**config.mk**
```make
export PLATFORM = sky130hd
export DESIGN_NAME = blinker_tick_monitor_flat
export DESIGN_NICKNAME = d
export VERILOG_FILES = /design/src/rtl/blinker_tick_monitor_if.sv /design/src/rtl/blinker_tick_monitor.sv /design/src/flat_wrapper.sv
export SDC_FILE = /design/constraint.sdc
export NUM_CORES = 1
export LEC_CHECK = 0
export BUFFER_PORTS_ARGS = -buffer_cell sky130_fd_sc_hd__buf_2
export CORE_AREA = 2 2 94 96
export CTS_CLUSTER_SIZE = 10
export DETAILED_ROUTE_END_ITERATION = 8
export DIE_AREA = 0 0 96 98
export GPL_ROUTABILITY_DRIVEN = 1
export GPL_TIMING_DRIVEN = 0
export PLACE_DENSITY_LB_ADDON = 0.2
export REMOVE_ABC_BUFFERS = 1
export SYNTH_ARGS = -nofsm -noshare
export SYNTH_HDL_FRONTEND = slang
export SYNTH_SLANG_ARGS = --single-unit
```
**constraint.sdc**
```tcl
create_clock -name system1000 -period 4 [get_ports system1000]
set_clock_uncertainty 0.2 [all_clocks]
set_input_delay 0.4 -clock system1000 [delete_from_list [all_inputs] [get_ports system1000]]
set_output_delay 0.4 -clock system1000 [all_outputs]
set_load 0.01 [all_outputs]
```
**src/rtl/blinker_tick_monitor_if.sv**
```systemverilog
// ----------------------------------------------------------------------------
// blinker_tick_monitor_if
//   Bundles the tick input and the status outputs of the blinker tick monitor.
//   master : tick source / status consumer side (drives tick_i, reads status)
//   slave  : the monitor itself (reads tick_i, drives status)
//   Signals:
//     tick_i          one-cycle wrap pulse from the tick counter
//     led_o           LED drive, toggles on every accepted tick edge
//     period_o        last measured tick period in clock cycles
//     period_valid_o  one-cycle strobe when period_o updates
//     in_range_o      last period within the nominal tolerance window
//     timeout_o       level, no tick seen for the timeout interval
//     tick_cnt_o      number of valid periods measured (wraps)
// ----------------------------------------------------------------------------
interface blinker_tick_monitor_if #(
    parameter int unsigned CNT_W = 27
) ();

    logic             tick_i;
    logic             led_o;
    logic [CNT_W-1:0] period_o;
    logic             period_valid_o;
    logic             in_range_o;
    logic             timeout_o;
    logic [15:0]      tick_cnt_o;

    modport master (
        output tick_i,
        input  led_o,
        input  period_o,
        input  period_valid_o,
        input  in_range_o,
        input  timeout_o,
        input  tick_cnt_o
    );

    modport slave (
        input  tick_i,
        output led_o,
        output period_o,
        output period_valid_o,
        output in_range_o,
        output timeout_o,
        output tick_cnt_o
    );

endinterface

```
**src/rtl/blinker_tick_monitor.sv**
```systemverilog
// ----------------------------------------------------------------------------
// blinker_tick_monitor
//   Consumer end of the blinker tick path. Detects rising edges of the tick
//   pulse, toggles the LED on each one, measures the interval between edges,
//   flags periods outside EXPECTED +/- TOL and raises a timeout level when no
//   tick arrives for TIMEOUT cycles.
//   Ports:
//     system1000       clock, all logic on the rising edge
//     system1000_rstn  asynchronous reset, active low
//     bus              blinker_tick_monitor_if.slave (tick in, status out)
//   All status outputs are registered and update in the cycle after the edge.
// ----------------------------------------------------------------------------
module blinker_tick_monitor #(
    parameter int unsigned CNT_W    = 27,
    parameter int unsigned EXPECTED = 52428801,
    parameter int unsigned TOL      = 16,
    parameter int unsigned TIMEOUT  = 104857602
) (
    input  logic                   system1000,
    input  logic                   system1000_rstn,
    blinker_tick_monitor_if.slave  bus
);

    typedef enum logic [1:0] {
        ST_IDLE    = 2'd0,
        ST_MEASURE = 2'd1,
        ST_TIMEOUT = 2'd2
    } state_t;

    localparam logic [CNT_W-1:0] EXP_C  = CNT_W'(EXPECTED);
    localparam logic [CNT_W-1:0] TMO_C  = CNT_W'(TIMEOUT);
    localparam logic [CNT_W:0]   TOL_C  = (CNT_W+1)'(TOL);
    localparam logic [CNT_W-1:0] ONE_C  = {{(CNT_W-1){1'b0}}, 1'b1};
    localparam logic [CNT_W-1:0] MAX_C  = {CNT_W{1'b1}};

    state_t           state_r,        state_s;
    logic             tick_d_r;
    logic [CNT_W-1:0] cnt_r,          cnt_s;
    logic             led_r,          led_s;
    logic [CNT_W-1:0] period_r,       period_s;
    logic             period_valid_r, period_valid_s;
    logic             in_range_r,     in_range_s;
    logic             timeout_r,      timeout_s;
    logic [15:0]      tick_cnt_r,     tick_cnt_s;

    logic                    edge_s;
    logic signed [CNT_W:0]   diff_s;
    logic        [CNT_W:0]   mag_s;
    logic                    cnt_in_range_s;
    logic        [CNT_W-1:0] cnt_inc_s;

    // A tick held high for several cycles is accepted only once.
    assign edge_s = bus.tick_i & ~tick_d_r;

    // Tolerance check on one extra bit so the signed difference cannot wrap.
    always_comb begin
        diff_s = $signed({1'b0, cnt_r}) - $signed({1'b0, EXP_C});
        if (diff_s[CNT_W]) begin
            mag_s = $unsigned(-diff_s);
        end else begin
            mag_s = $unsigned(diff_s);
        end
        cnt_in_range_s = (mag_s <= TOL_C);
    end

    // Saturating increment of the period counter.
    always_comb begin
        if (cnt_r == MAX_C) begin
            cnt_inc_s = cnt_r;
        end else begin
            cnt_inc_s = cnt_r + ONE_C;
        end
    end

    // Next-state and next-output logic of the measurement FSM.
    always_comb begin
        state_s        = state_r;
        cnt_s          = cnt_r;
        led_s          = led_r;
        period_s       = period_r;
        period_valid_s = 1'b0;
        in_range_s     = in_range_r;
        timeout_s      = timeout_r;
        tick_cnt_s     = tick_cnt_r;

        case (state_r)
            ST_IDLE: begin
                if (edge_s) begin
                    state_s = ST_MEASURE;
                    cnt_s   = ONE_C;
                    led_s   = ~led_r;
                end else begin
                    cnt_s   = cnt_r;
                end
            end
            ST_MEASURE: begin
                // An edge coinciding with cnt == TIMEOUT is a valid period.
                if (edge_s) begin
                    cnt_s          = ONE_C;
                    led_s          = ~led_r;
                    period_s       = cnt_r;
                    period_valid_s = 1'b1;
                    in_range_s     = cnt_in_range_s;
                    tick_cnt_s     = tick_cnt_r + 16'd1;
                end else if (cnt_r == TMO_C) begin
                    state_s   = ST_TIMEOUT;
                    timeout_s = 1'b1;
                    cnt_s     = cnt_inc_s;
                end else begin
                    cnt_s     = cnt_inc_s;
                end
            end
            ST_TIMEOUT: begin
                // Partial period after a timeout is discarded.
                if (edge_s) begin
                    state_s   = ST_MEASURE;
                    cnt_s     = ONE_C;
                    led_s     = ~led_r;
                    timeout_s = 1'b0;
                end else begin
                    cnt_s     = cnt_r;
                end
            end
            default: begin
                state_s   = ST_IDLE;
                cnt_s     = {CNT_W{1'b0}};
                timeout_s = 1'b0;
            end
        endcase
    end

    // State, edge-detect and output registers.
    always_ff @(posedge system1000 or negedge system1000_rstn) begin
        if (!system1000_rstn) begin
            state_r        <= ST_IDLE;
            tick_d_r       <= 1'b0;
            cnt_r          <= {CNT_W{1'b0}};
            led_r          <= 1'b0;
            period_r       <= {CNT_W{1'b0}};
            period_valid_r <= 1'b0;
            in_range_r     <= 1'b0;
            timeout_r      <= 1'b0;
            tick_cnt_r     <= 16'd0;
        end else begin
            state_r        <= state_s;
            tick_d_r       <= bus.tick_i;
            cnt_r          <= cnt_s;
            led_r          <= led_s;
            period_r       <= period_s;
            period_valid_r <= period_valid_s;
            in_range_r     <= in_range_s;
            timeout_r      <= timeout_s;
            tick_cnt_r     <= tick_cnt_s;
        end
    end

    assign bus.led_o          = led_r;
    assign bus.period_o       = period_r;
    assign bus.period_valid_o = period_valid_r;
    assign bus.in_range_o     = in_range_r;
    assign bus.timeout_o      = timeout_r;
    assign bus.tick_cnt_o     = tick_cnt_r;

endmodule

```
**src/flat_wrapper.sv**
```systemverilog
// flat-port wrapper written by rule: the top's interface ports become plain ports
module blinker_tick_monitor_flat 
#(
    parameter int unsigned CNT_W    = 27,
    parameter int unsigned EXPECTED = 52428801,
    parameter int unsigned TOL      = 16,
    parameter int unsigned TIMEOUT  = 104857602
)
  (system1000, system1000_rstn, bus_tick_i, bus_led_o, bus_period_o, bus_period_valid_o, bus_in_range_o, bus_timeout_o, bus_tick_cnt_o);
  blinker_tick_monitor_if #(.CNT_W(CNT_W)) bus_i ();
  input  logic system1000;
  input  logic system1000_rstn;
  input wire logic [$bits(bus_i.tick_i)-1:0] bus_tick_i;
  output wire logic [$bits(bus_i.led_o)-1:0] bus_led_o;
  output wire logic [$bits(bus_i.period_o)-1:0] bus_period_o;
  output wire logic [$bits(bus_i.period_valid_o)-1:0] bus_period_valid_o;
  output wire logic [$bits(bus_i.in_range_o)-1:0] bus_in_range_o;
  output wire logic [$bits(bus_i.timeout_o)-1:0] bus_timeout_o;
  output wire logic [$bits(bus_i.tick_cnt_o)-1:0] bus_tick_cnt_o;
  assign bus_i.tick_i = bus_tick_i;
  assign bus_led_o = bus_i.led_o;
  assign bus_period_o = bus_i.period_o;
  assign bus_period_valid_o = bus_i.period_valid_o;
  assign bus_in_range_o = bus_i.in_range_o;
  assign bus_timeout_o = bus_i.timeout_o;
  assign bus_tick_cnt_o = bus_i.tick_cnt_o;
  blinker_tick_monitor #(.CNT_W(CNT_W), .EXPECTED(EXPECTED), .TOL(TOL), .TIMEOUT(TIMEOUT)) u_core (.system1000(system1000), .system1000_rstn(system1000_rstn), .bus(bus_i));
endmodule
```
==> flow_summary.ini <==
[finish]
design_area_mm2 = 0.005446
most-common-layout-cells = 75 x dfrtp_1, 48 x buf_2, 46 x nor2_1
area_delta_synth_final_pct = 11.67
nNetsFinal = 557
layout-drive-gt1-share_pct = 24.19
final-seq-area_mm2 = 0.001929
fill_cells = 704
antenna_cells = 0
multi_input_area_mm2 = 0.002810
mostFrequentLayoutCell = dfrtp_1
stdcell_count = 662

[clock_network]
cts.sinks = 77
cts_buffers = 9
clockBufferDepth = 2
cts_tree = built
cts-htree-levels = 3
clk_latency_ns = 0.36
clk_pin_slew_ns = 0.10
cts-root-buf = clkbuf_8

[logic_synthesis]
avgSynthCellArea_um2 = 9.415
syn_inst = 518
ys_types = 69
seq_area_frac_synth_pct = 39.51
synth-main-ff-cell = dfrtp_1
yosysWarningCount = 0
async_reset_ff_share_pct = 100.0
synth_area_mm2 = 0.004877
synth_edf_count = 0
synth-seq-cells = 77

[detailed_routing]
ant_nets = 0
dr.first_iter.drc_count = 284
via_count = 3998
wl_per_cell_um = 16.76
routed_wl_um = 11090
drc = 0
dr.pass1.iters = 5
avgViaCountPerCell = 6.039

[placed_design]
gp_congestion = 0.8900
dpl.hpwl_um = 7645
dpl_cell_area_mm2 = 0.005115
dp_cells = 637
port_buffers = 49

[floorplan]
core-area_mm2 = 0.008466
initial_utilization_pct = 57.61
rows = 34
io_pins = 50
die_w_um = 96
die_h_um = 98
dieArea_mm2 = 0.009408

[critical_path]
crit_fanout = 20
cp-end-kind = flip-flop
worstPathArrival_ns = 3.86
startpoint_type = flip-flop
crit_type = flip-flop to flip-flop
r2r_slack_ns = 0.21
critPathSlowestCell = dfrtp_1
path_common_cell = nand4_1
path_cells = nor4_4 > buf_4 > nand4_1 > xnor2_1 > or4_4 > nor3_4 > nand4_1 > a2111oi_2 > o2111ai_1 > o32ai_1
crit_required_ns = 4.07
critical-path-max-stage-delay_ns = 0.67

[power_and_ir_drop]
internal-power_mw = 1.622
ir_drop_v = 0.0003779
power_frac_seq_pct = 36.9
p_switching_mw = 1.056
clock_power_share_pct = 23.0
power_leakage_nw = 2.436
power.total_mw = 2.678
cellPowerDensity_mw_per_mm2 = 491.8
netSwitchingFraction_pct = 39.43
p_comb_share_pct = 40.1

[timing]
finalSetupViolCount = 0
hold_violations = 0
drv_slew = 0
fmax_mhz = 263.8
whs_ns = 0.2690
slew_headroom_pct = 25.24
post-route-min-period_ns = 3.791
period_share_pct = 94.78
tightestPinTransition_ns = 1.093

[outcome]
status = finished, final reports clean

[min_path]
hold_path_class = flip-flop to flip-flop

[global_routing]
grt_pass1_wl_um = 18510
grt_usage_pct = 24.94
grt_pass1_vias = 3709
antenna_found_initial = 0
grt_max_degree = 49
grt_overflow_total = 0

[run]
drv_cap = 0
-- layer usage --
metal	global-route usage [%]	vias up	part of all wire, %
met5	0	-	0
met1	35.83	1943	45
met3	5.093	15	5.4
met4	9.670	0	2.0
met2	37.02	119	48
li1	-	1921	-
-- logic make-up after synthesis --
logic type,synth area share [%]
xor+xnor,11.85
simple gates,24.94
flops,39.51
compound gates,11.57
buf+inv,3.951
mux,6.901
fa+ha+maj,1.283
-- stage by stage --
stage,worst slack [ns],utilization (%),setup TNS (ns)
final,0.2089,64.34,0
after CTS,0.03951,63.67,0
after detailed placement,-0.3645,60.42,-0.3645
after floorplan,0.3033,-,0
after global routing,-0.0001932,64.34,-0.0001932
after global placement,-0.2735,60.05,-0.2735
-- worst paths after layout --
path,startpoint,endpoint,depth (start not counted)
worst max-delay path,u_core.cnt_r[2]$_DFFE_PN0P_,u_core.bus.in_range_o$_DFFE_PN0P_,10
worst min-delay path,u_core.bus.led_o$_DFFE_PN0P_,u_core.bus.led_o$_DFFE_PN0P_,1
worst max register to register,u_core.cnt_r[2]$_DFFE_PN0P_,u_core.bus.in_range_o$_DFFE_PN0P_,10
worst min register to register,u_core.bus.led_o$_DFFE_PN0P_,u_core.bus.led_o$_DFFE_PN0P_,1
max in group asynchronous,system1000_rstn,u_core.bus.period_o[22]$_DFFE_PN0P_,3
min in group asynchronous,system1000_rstn,u_core.cnt_r[18]$_DFFE_PN0P_,2
-- sequential cells by signal, indices dropped and copies added, names as in the netlist --
register and cells:
u_core.bus.in_range_o 1, u_core.bus.led_o 1, u_core.bus.period_o 27, u_core.bus.period_valid_o 1, u_core.bus.tick_cnt_o 16, u_core.bus.timeout_o 1, u_core.cnt_r 27, u_core.state_r 2
u_core.tick_d_r 1
-- power by group through the flow --
| stage | Clock [mW] | Sequential (mW) | Combinational (mW) |
|---|---|---|---|
| 2_1_floorplan | 0 | 0.988 | 0.713 |
| 3_3_place_gp | 0 | 0.990 | 0.943 |
| 6_report | 0.617 | 0.987 | 1.07 |
| 3_5_place_dp | 0 | 0.993 | 0.966 |
| 4_1_cts | 0.630 | 0.983 | 1.00 |
| 5_1_grt | 0.668 | 1.00 | 1.19 |
-- cell type report --
| cell class | instances | area share (%) |
|---|---|---|
| clock inverters | 7 | 1.493 |
| clock buffers | 9 | 2.274 |
| flip-flops and latches | 77 | 35.42 |
| well taps | 108 | 2.481 |
| repair buffers | 59 | 6.386 |
| multi-input cells | 397 | 51.60 |
| inverters | 5 | 0.3446 |
-- cell usage after synthesis (all sizes together), types with 8 or more instances --
cell type / count / area [µm²]
nand2: 41 / 153.9
and3: 9 / 56.30
dfrtp: 77 / 1927
a21oi: 14 / 73.82
nor4: 12 / 130.1
xor2: 34 / 297.8
nand2b: 8 / 50.05
nor2b: 8 / 50.05
o21ai: 16 / 80.07
buf: 18 / 95.09
nor2: 47 / 178.9
nand3: 23 / 115.1
mux2: 29 / 326.6
clkbuf: 21 / 78.83
nor3: 16 / 91.34
xnor2: 32 / 280.3
nand4: 16 / 100.1
-- critical path: cells and delay by family, from the launching register on --
kind                   cells  cell delay, ns
flip-flops                 1            0.67
AND/OR/NAND/NOR            5            1.51
buffers and inverters      1            0.19
AO/OA/AOI/OAI              3            0.87
XOR/XNOR                   1            0.26
-- repair_timing --
| action | in CTS | in global routing |
|---|---|---|
| pin swaps | 0 | 2 |
| hold buffers | 2 | 0 |
| gates resized for setup | 4 | 7 |
| endpoints found under the hold margin | 30 | 0 |
| setup endpoints to repair | 1 | 1 |
| buffers inserted | 3 | 4 |
Note: power is estimated with default switching activity, not from simulation.
